--- src/rtl/aes_pkg.sv ---
// rtl/aes_pkg.sv - shared AES datapath width and skid-stage state encoding
package aes_pkg;

  localparam int AES_BLOCK_W = 128;

  // Encoded as {m_valid, s_valid} so the valid bits fall straight out of the state.
  typedef enum logic [1:0] {
    EMPTY = 2'b00,
    BUSY  = 2'b10,
    FULL  = 2'b11
  } skid_state_e;

endpackage

--- src/rtl/aes_skid_stage.sv ---
// rtl/aes_skid_stage.sv - one main+skid elastic register stage with registered in_ready
module aes_skid_stage
  import aes_pkg::*;
#(
  parameter int WIDTH = AES_BLOCK_W
) (
  input  logic             clk,
  input  logic             reset,
  input  logic             flush,
  input  logic             in_valid,
  input  logic [WIDTH-1:0] in_data,
  output logic             in_ready,
  output logic             out_valid,
  output logic [WIDTH-1:0] out_data,
  input  logic             out_ready,
  output skid_state_e      state
);

  skid_state_e      state_q, state_d;
  logic [WIDTH-1:0] m_data, m_data_d;
  logic [WIDTH-1:0] s_data, s_data_d;
  logic             rdy_q;
  logic             in_fire, out_fire;

  assign in_ready  = rdy_q;
  assign out_valid = state_q[1];
  assign out_data  = m_data;
  assign state     = state_q;

  always_ff @(posedge clk) begin
    if (reset) begin
      state_q <= EMPTY;
      m_data  <= '0;
      s_data  <= '0;
      rdy_q   <= 1'b0;
    end else begin
      state_q <= state_d;
      m_data  <= m_data_d;
      s_data  <= s_data_d;
      rdy_q   <= ~state_d[0];
    end
  end

  always_comb begin
    state_d  = state_q;
    m_data_d = m_data;
    s_data_d = s_data;
    in_fire  = in_valid & rdy_q;
    out_fire = state_q[1] & out_ready;
    case (state_q)
      EMPTY: begin
        if (in_fire) begin
          state_d  = BUSY;
          m_data_d = in_data;
        end
      end
      BUSY: begin
        if (in_fire && out_fire) begin
          m_data_d = in_data;
        end else if (in_fire) begin
          state_d  = FULL;
          s_data_d = in_data;
        end else if (out_fire) begin
          state_d = EMPTY;
        end
      end
      FULL: begin
        if (out_fire) begin
          state_d  = BUSY;
          m_data_d = s_data;
        end
      end
      default: state_d = EMPTY;
    endcase
    // Flush drops only the valids; held data is left in place.
    if (flush) begin
      state_d  = EMPTY;
      m_data_d = m_data;
      s_data_d = s_data;
    end
  end

endmodule

--- src/rtl/aes_skid_pipe.sv ---
// rtl/aes_skid_pipe.sv - chain of skid stages between AES round units with occupancy count
module aes_skid_pipe
  import aes_pkg::*;
#(
  parameter int WIDTH  = AES_BLOCK_W,
  parameter int STAGES = 1,
  parameter int CNT_W  = $clog2(2*STAGES+1)
) (
  input  logic             clk,
  input  logic             reset,
  input  logic             flush,
  input  logic             in_valid,
  input  logic [WIDTH-1:0] in_data,
  output logic             in_ready,
  output logic             out_valid,
  output logic [WIDTH-1:0] out_data,
  input  logic             out_ready,
  output logic [CNT_W-1:0] count
);

  logic [STAGES:0]  v;
  logic [STAGES:0]  r;
  logic [WIDTH-1:0] d [STAGES+1];
  skid_state_e      st [STAGES];
  logic             in_fire, out_fire;
  logic [CNT_W-1:0] occ;

  assign v[0]      = in_valid;
  assign d[0]      = in_data;
  assign in_ready  = r[0];
  assign out_valid = v[STAGES];
  assign out_data  = d[STAGES];
  assign r[STAGES] = out_ready;

  for (genvar k = 0; k < STAGES; k++) begin : g_stage
    aes_skid_stage #(.WIDTH(WIDTH)) u_stage (
      .clk      (clk),
      .reset    (reset),
      .flush    (flush),
      .in_valid (v[k]),
      .in_data  (d[k]),
      .in_ready (r[k]),
      .out_valid(v[k+1]),
      .out_data (d[k+1]),
      .out_ready(r[k+1]),
      .state    (st[k])
    );
  end

  assign in_fire  = in_valid & in_ready;
  assign out_fire = out_valid & out_ready;

  always_ff @(posedge clk) begin
    if (reset || flush) begin
      count <= '0;
    end else if (in_fire && !out_fire) begin
      count <= count + CNT_W'(1);
    end else if (out_fire && !in_fire) begin
      count <= count - CNT_W'(1);
    end
  end

  always_comb begin
    occ = '0;
    for (int k = 0; k < STAGES; k++) begin
      occ = occ + CNT_W'(st[k][1]) + CNT_W'(st[k][0]);
    end
  end

  a_out_hold: assert property (@(posedge clk) disable iff (reset)
    (out_valid && !out_ready && !flush) |=> (out_valid && $stable(out_data)));

  a_count_max: assert property (@(posedge clk) disable iff (reset)
    count <= CNT_W'(2*STAGES));

  a_no_overflow: assert property (@(posedge clk) disable iff (reset || flush)
    !(in_fire && !out_fire && count == CNT_W'(2*STAGES)));

  a_no_underflow: assert property (@(posedge clk) disable iff (reset || flush)
    !(out_fire && !in_fire && count == '0));

  a_count_occ: assert property (@(posedge clk) disable iff (reset)
    count == occ);

endmodule

--- config.mk ---
export PLATFORM = sky130hd
export DESIGN_NAME = aes_skid_pipe
export DESIGN_NICKNAME = d
export VERILOG_FILES = /design/src/rtl/aes_pkg.sv /design/src/rtl/aes_skid_stage.sv /design/src/rtl/aes_skid_pipe.sv
export SDC_FILE = /design/constraint.sdc
export NUM_CORES = 1
export LEC_CHECK = 0
export BUFFER_PORTS_ARGS = -buffer_cell sky130_fd_sc_hd__clkbuf_2
export CORE_MARGIN = 3
export CORE_UTILIZATION = 55
export DETAILED_ROUTE_END_ITERATION = 10
export HOLD_SLACK_MARGIN = 0.06
export PLACE_DENSITY = 0.81
export SLEW_MARGIN = 15
export SYNTH_ARGS = -nofsm -noshare
export SYNTH_HDL_FRONTEND = slang
export SYNTH_HIERARCHICAL = 1
export SYNTH_SLANG_ARGS = --single-unit
export TNS_END_PERCENT = 5
--- constraint.sdc ---
create_clock -name clk -period 2.5 [get_ports clk]
set_clock_uncertainty 0.1 [all_clocks]
set_input_delay 0.5 -clock clk [delete_from_list [all_inputs] [get_ports clk]]
set_output_delay 0.5 -clock clk [all_outputs]
set_load 0.01 [all_outputs]
==> impl_metrics.tcl, run 1 <==
set metrics [dict create \
    outcome "complete, no violations" \
    grt_use_total_pct 26.0 \
    place_hpwl_um 18900 \
    ctsHoldBuffers 0 \
    avgSynthCellArea_um2 8.95 \
    max-clock-path-buffers 3 \
    hold_viol_final 0 \
    cts_tree "built" \
    core_area_um2 21200 \
    gp_congestion 0.834 \
    crit_buf_inv 2 \
    grt_overflow 0 \
    wirelength_um 32900 \
    reg2reg_setup_slack_ns 0.30 \
    hp-class "in2reg" \
    worst_slack_ns 0.140 \
    drc_errors 0 \
    cts_sinks 261 \
    viasPerCell 6.09 \
    dpl.cell_count 1745 \
    worst_ir_drop_vdd_v 0.000561 \
    n_fill_cell 1743 \
    final_cells 1789 \
    firstDrtPassIters 6 \
    antenna_found_initial 0 \
    insertion_delay_ns 0.52 \
    area_delta_synth_final_pct 18.7 \
    worstHoldStart "in_data[15]" \
    cts_buffers 27 \
    die_h_um 154 \
    end_kind "output port" \
    drv_slew 0 \
    cap_violations 0 \
    fmax_mhz 424 \
    path_max_fanout 129 \
    worstPathArrival_ns 1.76 \
    pre_cts_slack_ns 0.357 \
    yosys_warnings 6 \
    cp-startpoint "g_stage[0].u_stage/state[1]$_SDFFE_PP0P_" \
    reg2reg_from "g_stage[0].u_stage/state[0]$_SDFF_PP0_" \
    htree_levels 1 \
    first_global_vias 10100 \
    cellPowerDensity_nw_per_um2 657 \
    post_cts_resized 0 \
    worst_path_largest_cell_delay_ns 0.42 \
    die_x_um 154 \
    startpoint_type "register" \
    synth_nets 1473 \
    rsz0062_at_grt "false" \
    vias 10900 \
    start_util_pct 56.5 \
    fin_setup_tns_ns 0 \
    period_minus_slack_ns 2.36 \
    tightest_slew_ns 0.883 \
    cts_root_buf "clkbuf_16" \
    worstSetupPathType "reg2out" \
    slew_headroom_pct 41.2 \
    ios 265 \
    p_leak_nw 4.86 \
    diodes 0 \
    path_cells "buf_12 -> clkbuf_2" \
    clk_pin_slew_worst_paths_ns 0.06 \
    io_buffers 264 \
    netlist_instances 1339 \
    grt_max_degree 227 \
    crit_required_ns 1.90 \
    wire_per_inst_um 18.4 \
    crit_path_top_delay_cell "buf_12" \
    cts_setup_buffers 0 \
    crit_family "buffers and inverters" \
    drtIter0Drc 857 \
    setup_violations 0 \
    rows 53 \
    min_period_over_period_pct 94.4 \
    netlist_area_um2 12000 \
    postRouteAntennaNets 0 \
    fin_util_pct 67.1 \
    drive_gt1_share_pct 30.0 \
    die-area_um2 23600 \
    grt_pass1_wl_um 52000 \
    nNetsFinal 1633 \
    total_power_mw 9.36 \
]
power breakdown:
part	switching, mW	internal (mW)
Clock	1.61	2.45
Combinational	0.586	0.363
Sequential	0.0729	4.28
Total	2.26	7.09
layout by cell type (no fill, tap or decap), drive strengths merged:
master and n:
bufinv 3, xor2 2, or3b 1, and3b 1
nand3 128, or4 1, nand3b 129, and2 1
o21ai 257, inv 128, dfxtp 261, nand2 1
nor2 1, nand2b 2, buf 25, ha 1
nor4 1, nor2b 2, a21oi 130, clkbuf 302
clkinv 2, or3 1, nor3 4, nor3b 1
a211oi 1, a221oi 128
routing by layer:
metal	global-route usage (%)	wire length, µm	vias up
met5	0	0	-
met4	8.92	928	0
met3	4.62	2600	73
met2	44.6	16200	438
met1	33.1	13200	5220
li1	-	-	5158
final cells by class:
type / count / area (µm²) / area share (%)
Clock buffer: 39 / 781 / 5.48
Clock inverter: 5 / 104 / 0.729
Inverter: 128 / 480 / 3.37
Multi-Input combinational cell: 793 / 5580 / 39.2
Sequential cell: 261 / 5230 / 36.8
Tap cell: 275 / 344 / 2.42
Timing Repair Buffer: 288 / 1710 / 12.0
path summary, 6_finish.rpt:
kind | to | depth (start not counted)
setup reg to reg | g_stage[0].u_stage/out_data[40]$_SDFFE_PP0P_ | 4
hold / removal | g_stage[0].u_stage/s_data[15]$_SDFFE_PP0P_ | 3
setup / recovery | out_valid | 2
hold reg to reg | g_stage[0].u_stage/out_data[69]$_SDFFE_PP0P_ | 2
state kept, by name, indices dropped and copies added, names as in the netlist:
| register | cells |
|---|---|
| g_stage.u_stage/s_data | 128 |
| g_stage.u_stage/in_ready | 1 |
| g_stage.u_stage/out_data | 128 |
| g_stage.u_stage/state | 2 |
| count | 2 |
per-stage QoR:
stage	area [µm²]	hold WS [ns]
after floorplan	12000	0.348
final	14200	0.116
after global placement	13400	0.348
after detailed placement	13400	0.352
after global routing	14200	0.120
after CTS	14200	0.104
worst reg2reg max path, stage by stage, from the launching register on:
cell	delay, ns
dfxtp_4	0.58
a21oi_2	0.10
or4_4	0.57
buf_12	0.22
a221oi_2	0.54
Power figures use the tool's default switching activity.
==> run 2: changes to the inputs <==
Settings changed: ABC_AREA set to 1, CAP_MARGIN set to 20, CORE_UTILIZATION 55 to 54, PLACE_DENSITY 0.81 to 0.8, SLEW_MARGIN 15 to unset.
==> run 2 against run 1 <==
Sequential power grew 1%. Combinational power grew 0.5%. Die area shrank 3.3%. Largest power group unchanged. Sequential cell count is the same. Largest cell class is now registers.
==> impl_metrics.tcl, run 2 <==
set metrics [dict create \
    startpoint_type "primary input" \
    path_max_fanout 79 \
    cts_tree "built" \
    yosys_warnings 6 \
    cts_root_buf "clkbuf_16" \
    ios 265 \
    wirelength_um 28100 \
    netlist_instances 1796 \
    drive_gt1_share_pct 16.7 \
    netlist_area_um2 11400 \
    max-clock-path-buffers 3 \
    final_cell_area_um2 13800 \
    drtIter0Drc 649 \
    antenna_found_initial 1 \
    setup_violations 0 \
    area_delta_synth_final_pct 21.0 \
    place_area_um2 12800 \
    die_x_um 151 \
    period_minus_slack_ns 2.08 \
    drc_errors 0 \
    slew_headroom_pct 59.6 \
    place_hpwl_um 17800 \
    grt_use_total_pct 23.7 \
    hold_viol_final 0 \
    rsz0062_at_grt "false" \
    postRouteAntennaNets 0 \
    gp_congestion 0.806 \
    drv_slew 0 \
    end_kind "register" \
    grt_overflow 0 \
    diodes 0 \
    worst_ir_drop_vdd_v 0.000559 \
    cap_violations 0 \
    multi_input_area_um2 5000 \
    wire_per_inst_um 12.2 \
    die_h_um 151 \
    min_path_cells 3 \
    fin_setup_tns_ns 0 \
    hp-class "in2reg" \
    min_period_over_period_pct 83.3 \
    clk_pin_slew_worst_paths_ns 0.06 \
    htree_levels 1 \
    cts_sinks 261 \
    seqCellArea_um2 5230 \
    io_buffers 264 \
    start_util_pct 55.6 \
    synth_nets 1930 \
    viasPerCell 4.79 \
    reg2regPathDepth 9 \
    layout_commonest_cell "nand2_1" \
    core_area_um2 20400 \
    vias 11000 \
    p_leak_nw 7.24 \
    cellPowerDensity_nw_per_um2 684 \
    cts_buffers 28 \
    fmax_mhz 480 \
    die-area_um2 22800 \
    firstDrtPassIters 7 \
    dpl.cell_count 2240 \
    worstPathArrival_ns 2.44 \
    total_power_mw 9.40 \
    insertion_delay_ns 0.53 \
    first_global_vias 9635 \
    final_cells 2291 \
    outcome "complete, no violations" \
    final_cell_mix "592 x nand2_1, 462 x nor2_1, 264 x clkbuf_2" \
    crit_required_ns 2.86 \
    tightest_slew_ns 0.606 \
    n_fill_cell 1789 \
    avgSynthCellArea_um2 6.33 \
    worstSetupPathType "in2reg" \
    grt_pass1_wl_um 45400 \
    rows 52 \
    nNetsFinal 2135 \
    grt_max_degree 103 \
]
==> run 2: cell type report <==
cell class	instances	share of cell area (%)
sequential	261	38.0
multi-input combinational	1254	36.4
timing repair buffer	285	11.9
clock buffer	41	6.04
inverter	171	4.72
tap	270	2.46
clock inverter	9	0.555
==> run 2: worst paths after layout <==
check	start	endpoint	slack, ns
worst max-delay path	flush	g_stage[0].u_stage/out_data[7]$_SDFFE_PP0P_	0.42
worst min-delay path	in_data[122]	g_stage[0].u_stage/s_data[122]$_SDFFE_PP0P_	0.14
worst max register to register	g_stage[0].u_stage/state[1]$_SDFFE_PP0P_	g_stage[0].u_stage/out_data[7]$_SDFFE_PP0P_	0.56
worst min register to register	g_stage[0].u_stage/s_data[113]$_SDFFE_PP0P_	g_stage[0].u_stage/s_data[113]$_SDFFE_PP0P_	0.35
==> run 2: stage by stage <==
stage | util (%) | worst slack [ns] | hold slack (ns)
finish | 67.3 | 0.418 | 0.135
detailed placement | 62.8 | 0.440 | 0.339
floorplan | - | 0.919 | 0.325
global placement | 62.8 | 0.481 | 0.331
global route | 67.3 | 0.249 | 0.121
CTS | 67.3 | 0.449 | 0.106
==> run 2: critical path, cell delays in order <==
cell           delay, ns
dlygate4sd3_1       0.53
clkbuf_2            0.12
inv_1               0.12
nand2_1             0.07
nor2_1              0.18
nand3_4             0.29
buf_12              0.31
nand2_1             0.10
nand2_1             0.05
nor2_1              0.12
==> run 2: timing repair <==
item	in CTS	in global routing
setup buffers	0	0
hold buffers	1	0
resized for setup	0	0
hold endpoints to repair	1	0
==> run 2: metal layers <==
layer  track usage (%)  vias up  share of wire [%]
met5                 0        -              0.029
met4              7.21        2                2.8
met3              5.45       66                8.6
met2              38.0      342                 45
met1              32.1     4806                 43
li1                  -     5766                  -
==> run 2: power breakdown <==
| part | internal (mW) | total (mW) | switching [mW] |
|---|---|---|---|
| combinational | 0.383 | 0.955 | 0.572 |
| sequential | 4.31 | 4.40 | 0.0859 |
| clock | 2.40 | 4.05 | 1.65 |
| total | 7.09 | 9.40 | 2.31 |
